<file path="config.mk">
export PLATFORM = sky130hd
export DESIGN_NAME = fb_arbiter
export DESIGN_NICKNAME = d
export VERILOG_FILES = /design/src/rtl/fb_arb_pkg.sv /design/src/rtl/fb_fill_seq.sv /design/src/rtl/fb_arbiter.sv
export SDC_FILE = /design/constraint.sdc
export NUM_CORES = 1
export LEC_CHECK = 0
export ABC_CLOCK_PERIOD_IN_PS = 7050
export CORE_ASPECT_RATIO = 0.75
export CORE_MARGIN = 10
export CORE_UTILIZATION = 45
export DETAILED_ROUTE_END_ITERATION = 10
export HOLD_SLACK_MARGIN = 0.08
export PLACE_DENSITY = 0.79
export SLEW_MARGIN = 40
export SYNTH_ARGS = -nofsm -noshare
export SYNTH_HDL_FRONTEND = slang
export SYNTH_SLANG_ARGS = --single-unit
</file>
<file path="constraint.sdc">
create_clock -name clk_sys -period 7.05 [get_ports clk_sys]
set_clock_uncertainty 0.15 [all_clocks]
set_input_delay 0.705 -clock clk_sys [delete_from_list [all_inputs] [get_ports clk_sys]]
set_output_delay 0.705 -clock clk_sys [all_outputs]
set_load 0.01 [all_outputs]
</file>
<file path="src/rtl/fb_arb_pkg.sv">
// Shared types and constants for the framebuffer arbiter: FSM state encoding,
// stall counter width and line counter width.
package fb_arb_pkg;

  typedef enum logic [1:0] {
    ST_IDLE = 2'd0,
    ST_FILL = 2'd1,
    ST_DRAW = 2'd2
  } arb_state_t;

  localparam int STALL_W    = 16;
  localparam int LINE_CNT_W = 6;

endpackage

</file>
<file path="src/rtl/fb_fill_seq.sv">
// Fill sequencer: tracks which display line maps onto a new framebuffer line
// and the framebuffer address the next linebuffer fill reads from.
module fb_fill_seq
  import fb_arb_pkg::*;
#(
  parameter int FB_WIDTH  = 160,
  parameter int FB_HEIGHT = 120,
  parameter int FB_SCALE  = 4,
  parameter int ADDRW     = 15
) (
  input  logic             clk_sys,
  input  logic             rst_sys_n,
  input  logic             frame_sys,
  input  logic             line_sys,
  input  logic             lb_line,
  input  logic             lb_first,
  input  logic             fill_step,
  output logic [ADDRW-1:0] fill_addr,
  output logic             fill_line
);

  localparam logic [LINE_CNT_W-1:0] LAST_LINE = LINE_CNT_W'(FB_SCALE - 1);
  localparam logic [ADDRW-1:0]      LAST_ADDR = ADDRW'(FB_WIDTH * FB_HEIGHT - 1);

  logic [LINE_CNT_W-1:0] cnt_line;
  logic [LINE_CNT_W-1:0] cnt_next;
  logic                  line_evt;

  // A frame pulse in the same cycle swallows the line pulse entirely.
  assign line_evt = line_sys & ~frame_sys;

  always_comb begin
    cnt_next = cnt_line;
    if (lb_first) begin
      cnt_next = '0;
    end else if (lb_line) begin
      cnt_next = (cnt_line == LAST_LINE) ? '0 : cnt_line + LINE_CNT_W'(1);
    end
  end

  assign fill_line = line_evt & lb_line & (cnt_next == '0);

  always_ff @(posedge clk_sys or negedge rst_sys_n) begin
    if (!rst_sys_n) begin
      cnt_line  <= '0;
      fill_addr <= '0;
    end else begin
      if (line_evt) begin
        cnt_line <= cnt_next;
      end
      if (frame_sys) begin
        fill_addr <= '0;
      end else if (fill_step) begin
        fill_addr <= (fill_addr == LAST_ADDR) ? '0 : fill_addr + ADDRW'(1);
      end
    end
  end

endmodule

</file>
<file path="src/rtl/fb_arbiter.sv">
// Single-port framebuffer BRAM arbiter: linebuffer fills take priority over
// draw-port accesses. Define FBARB_STATS_EN to build the draw stall counter.
module fb_arbiter
  import fb_arb_pkg::*;
#(
  parameter  int FB_WIDTH  = 160,
  parameter  int FB_HEIGHT = 120,
  parameter  int FB_SCALE  = 4,
  parameter  int DATAW     = 4,
  localparam int ADDRW     = $clog2(FB_WIDTH * FB_HEIGHT)
) (
  input  logic               clk_sys,
  input  logic               rst_sys_n,
  input  logic               frame_sys,
  input  logic               line_sys,
  input  logic               lb_line,
  input  logic               lb_first,
  input  logic               drw_req,
  input  logic               drw_we,
  input  logic [ADDRW-1:0]   drw_addr,
  input  logic [DATAW-1:0]   drw_data,
  output logic               drw_ack,
  output logic [DATAW-1:0]   drw_rdata,
  output logic               drw_rvalid,
  output logic [ADDRW-1:0]   fb_addr,
  output logic               fb_we,
  output logic [DATAW-1:0]   fb_din,
  input  logic [DATAW-1:0]   fb_dout,
  output logic               lb_en_in,
  output logic [DATAW-1:0]   lb_data,
  output logic               overrun,
  output logic [STALL_W-1:0] stall_cnt
);

  localparam int              CNTW     = $clog2(FB_WIDTH + 1);
  localparam logic [CNTW-1:0] LAST_COL = CNTW'(FB_WIDTH - 1);

  arb_state_t       state;
  logic [CNTW-1:0]  fill_cnt;
  logic [ADDRW-1:0] fill_addr;
  logic             fill_line;
  logic             start_fill;
  logic             fill_read;
  logic             grant;
  logic             fill_out;

  fb_fill_seq #(
    .FB_WIDTH  (FB_WIDTH),
    .FB_HEIGHT (FB_HEIGHT),
    .FB_SCALE  (FB_SCALE),
    .ADDRW     (ADDRW)
  ) u_fill_seq (
    .clk_sys   (clk_sys),
    .rst_sys_n (rst_sys_n),
    .frame_sys (frame_sys),
    .line_sys  (line_sys),
    .lb_line   (lb_line),
    .lb_first  (lb_first),
    .fill_step (fill_read),
    .fill_addr (fill_addr),
    .fill_line (fill_line)
  );

  // The first read of a fill goes out in the same cycle as the line pulse.
  assign start_fill = fill_line & (state != ST_FILL);
  assign fill_read  = start_fill | ((state == ST_FILL) & ~frame_sys);
  assign grant      = drw_req & (state != ST_FILL) & ~start_fill;

  // Outputs driven straight from inputs are forced quiet while in reset.
  assign fill_out = fill_read & rst_sys_n;
  assign drw_ack  = grant & rst_sys_n;
  assign fb_we    = drw_ack & drw_we;
  assign fb_din   = drw_ack ? drw_data : '0;
  assign fb_addr  = fill_out ? fill_addr : (drw_ack ? drw_addr : '0);

  assign lb_data   = lb_en_in ? fb_dout : '0;
  assign drw_rdata = drw_rvalid ? fb_dout : '0;

  always_ff @(posedge clk_sys or negedge rst_sys_n) begin
    if (!rst_sys_n) begin
      state      <= ST_IDLE;
      fill_cnt   <= '0;
      lb_en_in   <= 1'b0;
      drw_rvalid <= 1'b0;
      overrun    <= 1'b0;
    end else begin
      lb_en_in   <= fill_read;
      drw_rvalid <= grant & ~drw_we;

      if (frame_sys) begin
        overrun <= 1'b0;
      end else if (line_sys && state == ST_FILL) begin
        overrun <= 1'b1;
      end

      case (state)
        ST_FILL: begin
          if (frame_sys || fill_cnt == LAST_COL) begin
            state    <= ST_IDLE;
            fill_cnt <= '0;
          end else begin
            fill_cnt <= fill_cnt + CNTW'(1);
          end
        end
        default: begin
          if (start_fill) begin
            state    <= (FB_WIDTH > 1) ? ST_FILL : ST_IDLE;
            fill_cnt <= CNTW'(1);
          end else begin
            state    <= drw_req ? ST_DRAW : ST_IDLE;
          end
        end
      endcase
    end
  end

`ifdef FBARB_STATS_EN
  logic [STALL_W-1:0] stall_q;

  // Counts cycles the draw port was held off; saturates rather than wrapping.
  always_ff @(posedge clk_sys or negedge rst_sys_n) begin
    if (!rst_sys_n) begin
      stall_q <= '0;
    end else if (frame_sys) begin
      stall_q <= '0;
    end else if (drw_req && !grant && stall_q != '1) begin
      stall_q <= stall_q + STALL_W'(1);
    end
  end

  assign stall_cnt = stall_q;
`else
  assign stall_cnt = '0;
`endif

endmodule
</file>
==> flow_summary.yaml, run 1 <==
finish:
  final_common_cell: "sky130_fd_sc_hd__clkdlybuf4s50_1"
  multi_input_area_um2: 1320
  drive_above_1_share_pct: 6.75
  seq_area_um2: 851
  layout.filler_cells: 435
  diodes: 0
  most_frequent_cells_in_the_layout: "sky130_fd_sc_hd__clkdlybuf4s50_1 (61), sky130_fd_sc_hd__dfrtp_1 (34), sky130_fd_sc_hd__nand2_1 (24)"
  flow.area_growth_from_synthesis_pct: 26.6
  design.final.nets: 344
place:
  total_half_perimeter_wirelength_after_legalization_and_detailed_placement_mm: 4.70
  port_buffers: 62
  gp_congestion: 0.904
  place_ws_ns: 2.68
routing:
  route.final.wire_length_mm: 6.17
  route.detailed.wl_per_inst_um: 16.6
  antenna_violating_nets_post_route: 0
  remaining_drc_errors: 0
  number_of_vias_after_detailed_routing: 2122
  route.detailed.vias_per_inst: 5.72
  drt_iter0_markers: 126
  detailed_routing_iterations_pass_1: 4
synthesis:
  ys.warnings.count: 0
  number_of_enable_type_register_cells_in_the_synthesized_netlist: 0
  synth.yosys.seq_area_share_pct: 36.3
  syn_area_per_cell_um2: 9.25
  ys.flop_type: "sky130_fd_sc_hd__dfrtp_1"
  synth_cell_type_count: 49
  post_synth_instance_area_um2: 2340
  asyncSetResetFlopFracSynth_pct: 100
  total_of_flip_flops_plus_latches_after_synthesis: 34
  syn-instance-count: 253
sta:
  slew_viol_final: 0
  rsz0062_at_grt: "false"
  hold_viol_final: 0
  finalSetupViolCount: 0
  worst_slew_margin_pct: 57.1
  fin_tns_setup_ns: 0
  finalWorstSetupSlack_ns: 2.67
  final.period_utilization_pct: 62.2
  period_minus_ws_final_ns: 4.38
  max_slew.worst_pin.slew_ns: 0.643
  max_clock_freq_mhz: 228
grt:
  grt_antenna_before_repair: 0
  grt_start_max_net_pins: 51
  grt_usage_pct: 14.5
  grt_pass1_wl_mm: 9.78
  grt_remaining_overflow: 0
  vias_in_the_first_global_route: 1968
clocking:
  max-clock-path-buffers: 2
  numClockSinks: 34
  clock-root-buffer: "sky130_fd_sc_hd__clkbuf_8"
  worstSkewPairLatency_ns: 0.28
  cts_post_setup_buffers_inserted: 0
  worst_setup_hold_path_clk_slew_ns: 0.07
  htree_levels: 2
  ctsResizeCount: 0
  tritoncts.num_buffers: 5
  post_cts_hold_buffer_count: 0
  cts_tree: "done"
run:
  cap_viol_max_count: 0
die:
  ios: 79
  core_area_um2: 4950
  start_util_pct: 47.2
  die_height_um: 82.5
  die_area_um2: 8520
  row_count: 22
  die_width_um: 103
setup_path:
  crit-reg2reg-capture: "u_fill_seq.fill_addr[7]"
  setup.worst_path.start_class: "input port"
  endpoint_kind: "primary output"
  critical_path.max_stage_delay_ns: 0.70
  regToRegStartpoint: "u_fill_seq.cnt_line[0]"
  critical_path.slowest_cell: "sky130_fd_sc_hd__clkdlybuf4s50_1"
  cp_cell_sequence: "clkdlybuf4s50_1, and2_1, nand3b_1, a32oi_2, o2111ai_4, o21bai_4, a32o_1, clkdlybuf4s50_1"
  arrival_ns: 3.53
  number_of_cells_on_the_worst_reg_to_reg_path: 6
  required_time_reported_for_the_critical_path_endpoint_ns: 6.19
  critical_path.max_fanout: 16
  r2r_setup_slack_ns: 4.52
  worst-setup-path-type: "input port to primary output"
  critical-path-top-cell-by-count: "sky130_fd_sc_hd__clkdlybuf4s50_1"
pwr:
  total_power_uw: 465
  power_density_relative_to_cell_area_nw_per_um2: 157
  ir_drop_mv: 0.0836
  leakage_nw: 1.19
worst_hold_path:
  timing.hold.worst.class: "input port to async pin"
run_status:
  status: "completed"
## cell usage after synthesis (4+ instances only)
master,n,area [µm²]
sky130_fd_sc_hd__nor2b_1,7,43.8
sky130_fd_sc_hd__nand2_1,24,90.1
sky130_fd_sc_hd__dfrtp_1,34,851
sky130_fd_sc_hd__nand4_1,4,25.0
sky130_fd_sc_hd__a22o_1,5,43.8
sky130_fd_sc_hd__o21ai_0,19,95.1
sky130_fd_sc_hd__nor2_1,16,60.1
sky130_fd_sc_hd__and2_1,16,100
sky130_fd_sc_hd__o31ai_1,12,90.1
sky130_fd_sc_hd__buf_4,17,128
sky130_fd_sc_hd__nand3_1,11,55.1
sky130_fd_sc_hd__and3_1,4,25.0
sky130_fd_sc_hd__buf_6,7,78.8
sky130_fd_sc_hd__a32o_1,15,150
sky130_fd_sc_hd__nand2b_1,7,43.8
## worst max path at each step
stage,from,to,depth (start not counted)
after floorplan,lb_line,fb_addr[10],8
after global placement,lb_line,fb_addr[0],8
after detailed placement,lb_line,fb_addr[0],8
after CTS,lb_line,fb_addr[0],8
after global routing,lb_line,fb_addr[0],8
final,lb_line,fb_addr[0],8
## worst max-delay path, delay by kind of cell
family | cells | cell delay [ns]
AO/OA/AOI/OAI | 4 | 1.22
AND/OR/NAND/NOR | 2 | 0.35
buffers and inverters | 2 | 1.25
## metrics by stage
| stage | util, % | hold WS, ns | std cells | area [µm²] |
|---|---|---|---|---|
| after CTS | 59.7 | 0.360 | 371 | 2960 |
| after detailed placement | 57.8 | 0.351 | 363 | 2870 |
| after global placement | 57.8 | 0.357 | 363 | 2870 |
| after floorplan | - | 0.259 | 268 | 2400 |
| final | 59.8 | 0.358 | 371 | 2960 |
| after global routing | 59.8 | 0.393 | 371 | 2960 |
## area by class of cell
| type | count | area share (%) |
|---|---|---|
| sequential | 34 | 28.7 |
| timing repair buffer | 63 | 21.0 |
| clock inverter | 1 | 0.169 |
| tap | 60 | 2.53 |
| multi-input combinational | 204 | 44.4 |
| clock buffer | 7 | 2.91 |
| inverter | 2 | 0.253 |
## power by group
part	switching, mW	leakage (nW)	internal, mW
clock network	0.0676	0.0482	0.0787
logic	0.0522	0.672	0.0514
registers	0.0107	0.465	0.204
total	0.131	1.19	0.334
## kinds of logic (layout without fill, tap and decap cells)
family,Yosys count,after routing,synth area share (%)
other,1,16,0.160
adders and majority gates,3,3,1.60
AOI/OAI and AO/OA,75,75,25.4
DFF,34,34,36.3
muxes,2,2,0.855
buffers and inverters,30,73,10.2
xor gates and xnor gates,5,5,1.87
and+or+nand+nor,103,103,23.6
## sequential cells by signal (all words and copies together) (netlist names)
name and cells:
u_fill_seq.fill_addr 15, fill_cnt 8, u_fill_seq.cnt_line 6, state 2, drw_rvalid 1, lb_en_in 1
overrun 1
## routing by layer
layer / track usage [%] / wire length, µm
met2: 21.9 / 2630
met1: 19.2 / 2910
met4: 4.16 / 53
met5: 0 / 0
met3: 4.98 / 574
No activity file was read; power rests on OpenSTA's default activity.
==> run 2: changes to the inputs <==
- ABC_CLOCK_PERIOD_IN_PS: 7050 -> 4500
- clock period: 7.05 -> 4.5 ns (I/O delays scaled with it)
==> run 2 against run 1 <==
Global-route usage grew 0.28 points. Non-clock buffer count increased by 2. Die area stayed put. Largest cell class unchanged. Register-to-register slack worse by 2.6 ns. Core utilization is 0.43 points higher. Highest routed layer unchanged. Clock power rose by 63%. Worst setup slack lost 2.0 ns. Critical path depth unchanged.
==> flow_summary.yaml, run 2 (same netlist as run 1, synthesis figures left out) <==
run_status:
  status: "completed"
routing:
  drt_iter0_markers: 137
  antenna_violating_nets_post_route: 0
  remaining_drc_errors: 0
  route.detailed.vias_per_inst: 5.83
  route.detailed.wl_per_inst_um: 17.1
  detailed_routing_iterations_pass_1: 5
  number_of_vias_after_detailed_routing: 2176
  route.final.wire_length_mm: 6.38
finish:
  diodes: 0
  drive_above_1_share_pct: 7.35
  final_common_cell: "sky130_fd_sc_hd__clkdlybuf4s50_1"
  registers_with_the_most_flip_flops: "u_fill_seq.fill_addr (15), fill_cnt (8), u_fill_seq.cnt_line (6)"
  design.final.nets: 346
  registers.top_by_ff_count: "u_fill_seq.fill_addr"
  fin_cells: 373
  flow.area_growth_from_synthesis_pct: 27.5
  most_frequent_cells_in_the_layout: "sky130_fd_sc_hd__clkdlybuf4s50_1 (61), sky130_fd_sc_hd__dfrtp_1 (34), sky130_fd_sc_hd__nand2_1 (24)"
  largest_register_ffs: 15
pwr:
  switching_power_uw: 215
  ir_drop_mv: 0.183
  power.share.sequential_pct: 45.6
  internal-power_uw: 525
  swShare_pct: 29.1
  leakage_nw: 1.19
  power_frac_comb_pct: 22.2
  power.clock.fraction_pct: 32.2
  power_density_relative_to_cell_area_nw_per_um2: 248
setup_path:
  number_of_cells_on_the_worst_reg_to_reg_path: 6
  critical_path.max_stage_delay_ns: 0.69
  required_time_reported_for_the_critical_path_endpoint_ns: 3.90
  critical_path.max_fanout: 16
  r2r_setup_slack_ns: 1.93
  setup.worst_path.start_class: "input port"
  cp_cell_sequence: "clkdlybuf4s50_1, and4_1, nand4_1, a32oi_2, o2111ai_4, o21bai_4, a32o_1, clkdlybuf4s50_1"
  critical_path.slowest_cell: "sky130_fd_sc_hd__clkdlybuf4s50_1"
  critical-path-top-cell-by-count: "sky130_fd_sc_hd__clkdlybuf4s50_1"
  regToRegStartpoint: "u_fill_seq.cnt_line[0]"
  arrival_ns: 3.25
  path_delay_family: "buffers and inverters"
  cp.buffers_inverters: 2
  crit-reg2reg-capture: "u_fill_seq.fill_addr[3]"
  endpoint_kind: "primary output"
  worst-setup-path-type: "input port to primary output"
sta:
  finalSetupViolCount: 0
  slew_viol_final: 0
  max_clock_freq_mhz: 260
  fin_tns_setup_ns: 0
  worst_slew_margin_pct: 59.2
  hold_slack_ns: 0.372
  final.period_utilization_pct: 85.6
  period_minus_ws_final_ns: 3.85
  max_slew.worst_pin.slew_ns: 0.611
  hold_viol_final: 0
  rsz0062_at_grt: "false"
run:
  cap_viol_max_count: 0
die:
  die_height_um: 82.5
  ios: 79
  die_area_um2: 8520
  core_area_um2: 4950
  row_count: 22
  die_width_um: 103
  start_util_pct: 47.2
worst_hold_path:
  worst_hold_startpoint: "overrun"
  holdPathStages: 2
  timing.hold.worst_endpoint: "overrun"
  timing.hold.worst.class: "register to register"
grt:
  grt_remaining_overflow: 0
  vias_in_the_first_global_route: 1953
  grt_usage_pct: 14.8
  grt_start_max_net_pins: 29
  grt_pass1_wl_mm: 10.1
  grt_antenna_before_repair: 0
clocking:
  htree_levels: 2
  numClockSinks: 34
  clock-root-buffer: "sky130_fd_sc_hd__clkbuf_8"
  cts_post_setup_buffers_inserted: 0
  max-clock-path-buffers: 2
  tritoncts.num_buffers: 5
  worst_setup_hold_path_clk_slew_ns: 0.07
  cts_tree: "done"
  ctsResizeCount: 0
  worstSkewPairLatency_ns: 0.29
place:
  total_half_perimeter_wirelength_after_legalization_and_detailed_placement_mm: 4.79
  gp_congestion: 0.881
  port_buffers: 62
  dp_cells: 364
[run 2: changes by cell type in the layout (fill, tap and decap cells not counted), sizes merged]
cell	delta
dlygate4sd3	+1
buf	+1
clkbuf	-1
clkinvlp	+1
[run 2: stage by stage]
step                setup slack (ns)  area, µm²  utilization, %  power (mW)
floorplan                       1.92       2400               -       0.445
CTS                            0.640       2980            60.1       0.744
finish                         0.648       2980            60.2       0.740
detailed placement             0.645       2870            58.0       0.507
global route                   0.461       2980            60.2       0.774
global placement               0.717       2870            58.0       0.502
[run 2: worst max-delay path by stage]
stage	startpoint	endpoint	slack [ns]	depth (start not counted)
finish	lb_line	fb_addr[2]	0.65	8
CTS	lb_line	fb_addr[0]	0.64	8
floorplan	u_fill_seq.cnt_line[1]	fb_addr[10]	1.92	8
global placement	lb_line	fb_addr[0]	0.72	8
detailed placement	lb_line	fb_addr[0]	0.65	8
global route	lb_line	fb_addr[0]	0.46	8
[run 2: what timing repair did]
| item | CTS | global route |
|---|---|---|
| endpoints found under the hold margin | 13 | 0 |
| hold buffers | 1 | 0 |
| setup endpoints to repair | 0 | 0 |
[run 2: power groups by stage]
stage	Sequential (mW)	Combinational [mW]	Clock (mW)
after floorplan	0.339	0.105	0
after global placement	0.342	0.160	0
after detailed placement	0.343	0.163	0
after CTS	0.337	0.165	0.242
after global routing	0.341	0.180	0.254
final	0.338	0.164	0.238
[run 2: area by class of cell]
type                            count  area, µm²
Fill cell                         444       1970
Multi-Input combinational cell    204       1320
Sequential cell                    34        851
Timing Repair Buffer               65        641
Clock buffer                        6       82.6
Tap cell                           60       75.1
Clock inverter                      2       12.5
Inverter                            2       7.51
[run 2: worst register-to-register path, cell delays in order (launching register included)]
cell	delay (ns)
sky130_fd_sc_hd__dfrtp_1	0.45
sky130_fd_sc_hd__ha_1	0.31
sky130_fd_sc_hd__a41o_2	0.31
sky130_fd_sc_hd__or3_1	0.34
sky130_fd_sc_hd__o21ai_2	0.45
sky130_fd_sc_hd__nand2b_4	0.34
sky130_fd_sc_hd__o31ai_1	0.11
[run 2: per-layer routing]
metal / track usage [%] / wire (µm)
met1: 20.2 / 2990
met2: 22.6 / 2700
met3: 3.24 / 592
met4: 5.12 / 99
met5: 0 / 0
